### config.mk
export PLATFORM = sky130hd
export DESIGN_NAME = ifetch_flat
export DESIGN_NICKNAME = d
export VERILOG_FILES = /design/src/rtl/ifetch_pkg.sv /design/src/rtl/ifetch_if.sv /design/src/rtl/ifetch_fifo.sv /design/src/rtl/ifetch.sv /design/src/flat_wrapper.sv
export SDC_FILE = /design/constraint.sdc
export NUM_CORES = 1
export LEC_CHECK = 0
export CORE_AREA = 8 8 103 105
export CTS_CLUSTER_DIAMETER = 200
export DETAILED_ROUTE_END_ITERATION = 8
export DIE_AREA = 0 0 111 113
export GPL_TIMING_DRIVEN = 0
export PLACE_DENSITY = 0.67
export SLEW_MARGIN = 25
export SYNTH_ARGS = -nofsm -noshare
export SYNTH_HDL_FRONTEND = slang
export SYNTH_SLANG_ARGS = --single-unit
### constraint.sdc
create_clock -name clk -period 4 [get_ports clk]
set_input_delay 0.6 -clock clk [delete_from_list [all_inputs] [get_ports clk]]
set_output_delay 0.6 -clock clk [all_outputs]
set_load 0.01 [all_outputs]
### src/rtl/ifetch_pkg.sv
// rtl/ifetch_pkg.sv - shared state encodings, NOP word and parameter defaults for ifetch
package ifetch_pkg;

    typedef enum logic [1:0] {
        IF_RUN   = 2'd0,
        IF_DRAIN = 2'd1,
        IF_HALT  = 2'd2
    } if_state_e;

    localparam logic [15:0] NOP_INS = 16'h0000;

    localparam int IW_DEF       = 16;
    localparam int AW_DEF       = 8;
    localparam int RESET_PC_DEF = 0;
    localparam int DEPTH_DEF    = 2;

    // Width of a counter that must hold 0..depth inclusive.
    function automatic int cnt_w(input int depth);
        return $clog2(depth + 1);
    endfunction

endpackage

### src/rtl/ifetch_if.sv
// rtl/ifetch_if.sv - instruction memory bus and decoder-side signals of the fetch stage
interface ifetch_if #(
    parameter int IW = ifetch_pkg::IW_DEF,
    parameter int AW = ifetch_pkg::AW_DEF
);
    logic          imem_req;
    logic [AW-1:0] imem_addr;
    logic          imem_gnt;
    logic          imem_rvalid;
    logic [IW-1:0] imem_rdata;

    logic [IW-1:0] ins;
    logic [AW-1:0] ins_pc;
    logic          ins_valid;
    logic          ins_ready;
    logic          halt;
    logic          restart;
    logic          halted;

    modport master (
        output imem_req, imem_addr, ins, ins_pc, ins_valid, halted,
        input  imem_gnt, imem_rvalid, imem_rdata, ins_ready, halt, restart
    );

    modport slave (
        input  imem_req, imem_addr, ins, ins_pc, ins_valid, halted,
        output imem_gnt, imem_rvalid, imem_rdata, ins_ready, halt, restart
    );

endinterface

### src/rtl/ifetch_fifo.sv
// rtl/ifetch_fifo.sv - DEPTH x W synchronous FIFO with flush; push+pop allowed when full
module ifetch_fifo #(
    parameter int  DEPTH = 2,
    parameter int  W     = 24,
    localparam int CW    = $clog2(DEPTH + 1)
) (
    input  logic          clk,
    input  logic          rst,
    input  logic          push,
    input  logic          pop,
    input  logic          flush,
    input  logic [W-1:0]  wdata,
    output logic [W-1:0]  head,
    output logic [CW-1:0] count
);

    localparam int PW = (DEPTH > 1) ? $clog2(DEPTH) : 1;

    logic [W-1:0]  mem [DEPTH];
    logic [PW-1:0] rd_ptr;
    logic [PW-1:0] wr_ptr;
    logic          do_pop;
    logic          do_push;

    function automatic logic [PW-1:0] nxt(input logic [PW-1:0] p);
        return (p == PW'(DEPTH - 1)) ? '0 : p + 1'b1;
    endfunction

    assign do_pop  = pop && (count != '0);
    assign do_push = push && ((count != CW'(DEPTH)) || do_pop);

    always_ff @(posedge clk) begin
        if (rst || flush) begin
            rd_ptr <= '0;
            wr_ptr <= '0;
            count  <= '0;
        end else begin
            if (do_push) wr_ptr <= nxt(wr_ptr);
            if (do_pop)  rd_ptr <= nxt(rd_ptr);
            count <= count + CW'(do_push) - CW'(do_pop);
        end
    end

    // Storage is not reset; consumers qualify head with count.
    always_ff @(posedge clk) begin
        if (do_push && !flush && !rst) mem[wr_ptr] <= wdata;
    end

    assign head = mem[rd_ptr];

endmodule

### src/rtl/ifetch.sv
// rtl/ifetch.sv - fetch stage: owns the PC, issues credited in-order fetches, buffers words for the decoder
module ifetch
    import ifetch_pkg::*;
#(
    parameter int IW       = IW_DEF,
    parameter int AW       = AW_DEF,
    parameter int RESET_PC = RESET_PC_DEF,
    parameter int DEPTH    = DEPTH_DEF
) (
    input  logic     clk,
    input  logic     rst,
    ifetch_if.master bus
);

    localparam int CW = cnt_w(DEPTH);

    if_state_e        state;
    if_state_e        state_n;
    logic [AW-1:0]    pc;
    logic [CW-1:0]    outstanding;
    logic [CW-1:0]    out_n;
    logic [CW-1:0]    count;
    logic [AW+IW-1:0] head;
    logic [AW-1:0]    rsp_pc;
    logic             valid;
    logic             pop;
    logic             hacc;
    logic             credit_ok;
    logic             grant;
    logic             push;

    assign valid = (count != '0) && (state == IF_RUN);
    assign pop   = valid && bus.ins_ready && !bus.halt;
    assign hacc  = valid && bus.ins_ready && bus.halt;

    assign credit_ok = (int'(outstanding) + int'(count) - int'(pop)) < DEPTH;

    assign bus.imem_req  = !rst && (state == IF_RUN) && !hacc && credit_ok;
    assign bus.imem_addr = pc;
    assign grant         = bus.imem_req && bus.imem_gnt;

    // Responses return in order, so the oldest outstanding address sits
    // exactly 'outstanding' words behind the fetch PC.
    assign rsp_pc = pc - AW'(outstanding);

    assign push  = bus.imem_rvalid && (state == IF_RUN) && !hacc;
    assign out_n = outstanding + CW'(grant) - CW'(bus.imem_rvalid);

    ifetch_fifo #(
        .DEPTH (DEPTH),
        .W     (AW + IW)
    ) u_fifo (
        .clk   (clk),
        .rst   (rst),
        .push  (push),
        .pop   (pop),
        .flush (hacc),
        .wdata ({rsp_pc, bus.imem_rdata}),
        .head  (head),
        .count (count)
    );

    always_comb begin
        state_n = state;
        unique case (state)
            IF_RUN:   if (hacc) state_n = (out_n == '0) ? IF_HALT : IF_DRAIN;
            IF_DRAIN: if (out_n == '0) state_n = IF_HALT;
            IF_HALT:  if (bus.restart) state_n = IF_RUN;
            default:  state_n = IF_RUN;
        endcase
    end

    always_ff @(posedge clk) begin
        if (rst) begin
            state       <= IF_RUN;
            pc          <= AW'(RESET_PC);
            outstanding <= '0;
        end else begin
            assert (!(bus.imem_rvalid && outstanding == '0));
            state       <= state_n;
            outstanding <= out_n;
            if (state == IF_HALT && bus.restart) pc <= AW'(RESET_PC);
            else if (grant)                      pc <= pc + 1'b1;
        end
    end

    assign bus.ins_valid = valid;
    assign bus.ins       = valid ? head[IW-1:0] : IW'(NOP_INS);
    assign bus.ins_pc    = valid ? head[AW+IW-1:IW] : '0;
    assign bus.halted    = (state == IF_HALT);

endmodule

### src/flat_wrapper.sv
// flat-port wrapper written by rule: the top's interface ports become plain ports
module ifetch_flat import ifetch_pkg::*;
#(
    parameter int IW       = IW_DEF,
    parameter int AW       = AW_DEF,
    parameter int RESET_PC = RESET_PC_DEF,
    parameter int DEPTH    = DEPTH_DEF
)
  (clk, rst, bus_imem_req, bus_imem_addr, bus_ins, bus_ins_pc, bus_ins_valid, bus_halted, bus_imem_gnt, bus_imem_rvalid, bus_imem_rdata, bus_ins_ready, bus_halt, bus_restart);
  ifetch_if #(.IW(IW), .AW(AW)) bus_i ();
  input  logic clk;
  input  logic rst;
  output wire logic [$bits(bus_i.imem_req)-1:0] bus_imem_req;
  output wire logic [$bits(bus_i.imem_addr)-1:0] bus_imem_addr;
  output wire logic [$bits(bus_i.ins)-1:0] bus_ins;
  output wire logic [$bits(bus_i.ins_pc)-1:0] bus_ins_pc;
  output wire logic [$bits(bus_i.ins_valid)-1:0] bus_ins_valid;
  output wire logic [$bits(bus_i.halted)-1:0] bus_halted;
  input wire logic [$bits(bus_i.imem_gnt)-1:0] bus_imem_gnt;
  input wire logic [$bits(bus_i.imem_rvalid)-1:0] bus_imem_rvalid;
  input wire logic [$bits(bus_i.imem_rdata)-1:0] bus_imem_rdata;
  input wire logic [$bits(bus_i.ins_ready)-1:0] bus_ins_ready;
  input wire logic [$bits(bus_i.halt)-1:0] bus_halt;
  input wire logic [$bits(bus_i.restart)-1:0] bus_restart;
  assign bus_imem_req = bus_i.imem_req;
  assign bus_imem_addr = bus_i.imem_addr;
  assign bus_ins = bus_i.ins;
  assign bus_ins_pc = bus_i.ins_pc;
  assign bus_ins_valid = bus_i.ins_valid;
  assign bus_halted = bus_i.halted;
  assign bus_i.imem_gnt = bus_imem_gnt;
  assign bus_i.imem_rvalid = bus_imem_rvalid;
  assign bus_i.imem_rdata = bus_imem_rdata;
  assign bus_i.ins_ready = bus_ins_ready;
  assign bus_i.halt = bus_halt;
  assign bus_i.restart = bus_restart;
  ifetch #(.IW(IW), .AW(AW), .RESET_PC(RESET_PC), .DEPTH(DEPTH)) u_core (.clk(clk), .rst(rst), .bus(bus_i));
endmodule
; ---- Word level (Yosys, flattened, before mapping)
; Memory sizes are Yosys's and may differ from the RTL's. A register that Yosys moved wholly into a read port is not among the register bits.
; Index checks and enable logic that the tools add are counted.
[word_totals]
mem_bits_rw = 48
word_cells = 62
n_memories = 1
ff_bits = 16
[mem_list]
columns = name, depth, width, read_ports, rd_clocked_by_memory_dff, write_ports, line
row1 = u_core.u_fifo.mem, 2, 24, 1, 1, 1, ifetch_fifo.sv:19  ; logic [W-1:0] mem [DEPTH];
[op_classes]
order_cmp = 1
eq_ne = 6
add_sub_neg = 10
n_mux = 13
reduce_logical = 25
[ops]
columns = operator, count
row1 = "32-bit by 3-bit less-than comparator with 1-bit output, second input constant", 1
row2 = 32-bit by 2-bit subtractor with 32-bit output, 1
row3 = 16-bit 2-to-1 mux, 1
row4 = 1-bit logical AND, 15
row5 = "8-bit by 1-bit adder with 8-bit output, second input constant", 1
row6 = 2-bit 2-to-1 mux, 4
row7 = 8-bit 2-to-1 mux, 1
row8 = 8-bit by 2-bit subtractor with 8-bit output, 1
row9 = 1-bit 2-to-1 mux, 6
row10 = "2-bit by 1-bit inequality test with 1-bit output, second input constant", 3
row11 = 2-bit one-hot mux with 3 select lines, 1
row12 = 2-bit by 1-bit adder with 2-bit output, 2
row13 = 2-bit zero test, 2
row14 = 2-bit by 1-bit subtractor with 2-bit output, 2
row15 = 2-bit by 2-bit adder with 3-bit output, 1
row16 = 1-bit zero test, 3
row17 = 3-bit AND reduction, 1
row18 = "1-bit adder, second input constant", 2
row19 = "2-bit by 1-bit == test with 1-bit output, second input constant", 1
row20 = "2-bit == test, second input constant", 1
row21 = 1-bit logical OR, 2
row22 = "2-bit inequality test, second input constant", 1
row23 = 2-bit nonzero test, 1
row24 = 2-bit OR reduction, 1

; ---- Longest topological paths before layout
[depth]
depth_word = 14
depth_mapped = 12
ltp_nobuf = 12

; ---- Modules after synthesis
; From an unflattened synthesis, not the netlist that was laid out.
[unflattened]
hier_cells = 241
area_unflattened_um2 = 3208.1
[modules_own_cells]
columns = module, cells_per_inst, instances, area_each_um2, seq_area_each_um2
row1 = ifetch_fifo, 99, 1, 2060.7, 1541.5
row2 = ifetch, 142, 1, 1147.4, 240.2

; ---- Least setup slack after synthesis
; No wires, ideal clock.
[synth_path]
path_kind = input to register
start = input port bus_ins_ready
end = memory u_core.u_fifo.mem[1][0], enable pin
n_path_buf = 0
setup_ns = 0.440
stages = 4
required_time_ns = 3.560
slack_ns = 0.491
arrival_time_ns = 3.068
cell_sequence = o211ai_2 o311ai_0 or2_2 nor3b_1
[synth_between]
elab_chain_cells = 9
elab_cells_between_ends = 12
[synth_lines]
columns = element, line
row1 = "start, declared", flat_wrapper.sv:22  ; input wire logic [$bits(bus_i.ins_ready)-1:0] bus_ins_ready;
row2 = 1-bit logical AND *, "ifetch.sv:33, ifetch.sv:34"
row3 = 1-bit logical AND (on tied branches), "ifetch.sv:34, ifetch.sv:33"
row4 = 1-bit zero test / 1-bit logical AND (equally long branches), "ifetch_fifo.sv:46, ifetch.sv:46, ifetch_fifo.sv:29"
row5 = 1-bit logical AND / 1-bit logical OR (equally long branches), "ifetch.sv:46, ifetch_fifo.sv:30"
row6 = 1-bit logical AND, ifetch_fifo.sv:30  ; assign do_push = push && ((count != CW'(DEPTH)) || do_pop);
row7 = 1-bit logical AND * (2 in series), ifetch_fifo.sv:46  ; if (do_push && !flush && !rst) mem[wr_ptr] <= wdata;
row8 = 1-bit 2-to-1 mux *, ifetch_fifo.sv:46
row9 = 1-bit 2-to-1 mux (not written as such) *, ifetch_fifo.sv:46
row10 = "end, declared", ifetch_fifo.sv:19
; Mark *: on every way between the ends. The rest lies on a longest branch, timed or not.

; ---- Worst setup path after layout
[layout_path]
start = input port bus_ins_ready
end = output port bus_imem_req
[layout_between]
elab_chain_cells = 5
elab_cells_between_ends = 8
[layout_lines]
columns = element, line
row1 = 1-bit logical AND *, "ifetch.sv:33, ifetch.sv:34"
row2 = 1-bit logical AND (on tied branches), "ifetch.sv:33, ifetch.sv:34"
row3 = 32-bit by 2-bit subtractor with 32-bit output / 1-bit zero test (equally long branches), "ifetch.sv:36, ifetch.sv:38"
row4 = 32-bit by 3-bit less-than comparator with 1-bit output / 1-bit logical AND (equally long branches), "ifetch.sv:36, ifetch.sv:38"
row5 = 1-bit logical AND *, ifetch.sv:38  ; assign bus.imem_req = !rst && (state == IF_RUN) && !hacc && credit_ok;
row6 = "end, declared", flat_wrapper.sv:13  ; output wire logic [$bits(bus_i.imem_req)-1:0] bus_imem_req;
; Marks and branches as above.

==> metrics.cfg <==
[sta]
fin_crit_sh_pct = 90.7
hold_viol_final = 0
setup_slack_ns = 0.373
tightest_slew_ns = 0.678
relSlewSlack_pct = 54.6
final.setup.tns_ns = 0
max_freq_ghz = 0.276
rsz0062_at_grt = no
finalMaxSlewViolations = 0
min_period_ns = 3.63
fin_skew_ns = 0.0121
setup_violations = 0
whs_ns = 0.514

[logic_synthesis]
async_flop_share_pct = 0
syn-num-nets = 280
ys_seq_elements = 65
yosys-top-cells-area = edfxtp_1 47%, dfxtp_1 11%, mux2i_1 10%, ha_1 4.1%, nor2_1 3.9%
syn_area_um2 = 3050
seq_area_frac_synth_pct = 58.3
synth_top_cell_area_share_pct = 47.2
synth_edf_count = 48
ys_warn_count = 0
synthesis.instances = 245
yosysUniqueCellTypes = 40
yosys.area.top_type = edfxtp_1
syn_avg_cell_area_um2 = 12.5
ys.flop_type = edfxtp_1

[cts]
path_clk_slew_ns = 0.07
clkLatencyLatePin_ns = 0.34
cts-root-buf = clkbuf_8
cts_resized = 0
clockBufferDepth = 2
htreeDepth = 3
postCtsHoldBufs = 0
cts.sinks = 65
post_cts_buffers = 0
cts_buffers = 9
cts_tree = done

[critical_path]
slowest_stage = clkdlybuf4s50_1
crit_family = buffers and inverters
critPathLaunchType = input pin
crit_required_ns = 3.40
crit_chain = clkdlybuf4s50_1, o21ai_1, nor4_1, nor2b_1, ha_1, ha_1, nand3b_1, a211oi_1, clkdlybuf4s50_1
slowest_delay_ns = 0.58
worst-path-buf-inv = 2
worstPathArrival_ns = 3.03
end_kind = output pin
path_class = in -> out
cp_max_fo = 5

[die]
initial_core_util_pct = 34.0
die_y_um = 113
core_um2 = 8980
fp-row-count = 35
dieWidth_um = 111
boundaryPins = 58
die_area_um2 = 12500

[placed_design]
hpwlAfterDp_um = 4540
place_ws_ns = 0.106
placed_cells = 417
place.gp.congestion = 0.816
numPortBuffers = 57

[global_routing]
use_met2_pct = 15.4
grt_max_degree = 13
first_global_vias = 2072
use_met1_pct = 13.2
grt_overflow = 0
grt_use_met3_pct = 4.76
top_usage_layer = met2
antenna_found_initial = 0
grt.total_usage_pct = 10.4
grt_pass1_wl_um = 10600

[layout]
layout_commonest_cell = clkdlybuf4s50_1
num_antenna_cells = 0
fin_nets = 355
final-instance-count-excl-fill = 436
area_growth_pct = 31.7
nFillCells = 829
mostFrequentLayoutCells = 57 x clkdlybuf4s50_1, 48 x edfxtp_1, 32 x nor2_1, 32 x mux2i_1, 20 x inv_1
layout-drive-gt1-share_pct = 10.8
seqCellArea_um2 = 1780
multi_input_area_um2 = 1170

[detailed_routing]
drt_wl_total_um = 6220
drtIter0Drc = 101
postRouteAntennaNets = 0
vias = 2042
via_per_inst = 4.68
dr.pass1.iters = 4
drc_errors = 0
wl_per_cell_um = 14.3

[worst_hold_path]
hp-class = reg -> reg

[job]
cap_violations = 0

[pwr]
p_leak_nw = 1.40
p_per_area_nw_per_um2 = 681
ir_drop_v = 0.000332

[outcome]
status = finished clean

[cells in the mapped netlist, drive strengths merged, types with 2 or more instances]
master and number:
a2111oi 4, a211oi 5, a21oi 4, buf 3, clkbuf 7, dfxtp 17
edfxtp 48, fa 2, ha 10, inv 20, mux2i 32, nand2 10
nand2b 4, nand3 4, nand3b 3, nand4 3, nor2 33, nor2b 5
nor3 3, nor3b 2, o211ai 2, o21ai 3, or3 2, xnor2 6
xor2 3
[per-layer routing]
layer / wire length [um] / up-vias
li1: - / 1028
met1: 3070 / 948
met2: 2690 / 57
met3: 393 / 9
met4: 68 / 0
met5: 0 / -
[state kept, by name, indices dropped and copies added (netlist names), named ones only]
register              cells
u_core.u_fifo.mem        48
u_core.bus.imem_addr      8
u_core.outstanding        2
u_core.state              2
u_core.u_fifo.count       2
u_core.u_fifo.rd_ptr      1
u_core.u_fifo.wr_ptr      1
[cell type report]
| cell class | count | share of cell area (%) |
|---|---|---|
| Inverter | 20 | 1.87 |
| Clock inverter | 7 | 1.77 |
| Multi-Input combinational cell | 150 | 29.0 |
| Tap cell | 111 | 3.45 |
| Sequential cell | 65 | 44.3 |
| Clock buffer | 9 | 3.08 |
| Buffer | 10 | 1.03 |
| Timing Repair Buffer | 64 | 15.5 |
[final timing paths]
kind	start	endpoint	slack [ns]	depth (start not counted)
min reg2reg	u_core.u_fifo.rd_ptr$_SDFFE_PP0P_	u_core.u_fifo.rd_ptr$_SDFFE_PP0P_	0.51	2
max reg2reg	u_core.u_fifo.count[0]$_SDFF_PP0_	u_core.state[0]$_SDFFE_PP0P_	0.87	11
max	bus_ins_ready	bus_imem_req	0.37	9
min	u_core.u_fifo.rd_ptr$_SDFFE_PP0P_	u_core.u_fifo.rd_ptr$_SDFFE_PP0P_	0.51	2
[worst min-delay path, stage by stage (launching register included)]
cell and delay, ns:
dfxtp_1 0.33, xor2_1 0.08, nor2_1 0.08
[logic make-up (layout without fill, tap and decap cells)]
group	Yosys count	in the layout	share of synthesized area, %
AO/OA/AOI/OAI	23	23	6.47
AND/OR/NAND/NOR	73	73	12.2
XOR/XNOR	10	10	3.32
adder cells (fa/ha/maj)	12	12	5.41
multiplexers	32	32	10.5
buffers and inverters	30	110	3.81
flip-flops	65	65	58.3
[where the power goes]
| group | total [W] | leakage [nW] | switching [W] | internal [W] |
|---|---|---|---|---|
| clock | 0.000539 | 0.0929 | 0.000253 | 0.000286 |
| sequential | 0.000958 | 0.580 | 0.0000694 | 0.000888 |
| combinational | 0.00124 | 0.733 | 0.000637 | 0.000604 |
[per-stage QoR]
stage	util (%)	power [W]	area [um2]
after floorplan	-	0.00167	3050
after global placement	41.9	0.00213	3760
after detailed placement	42.4	0.00217	3800
after CTS	44.5	0.00272	4000
after global routing	44.8	0.00294	4020
final	44.8	0.00274	4020
(Power assumes the default switching activity.)
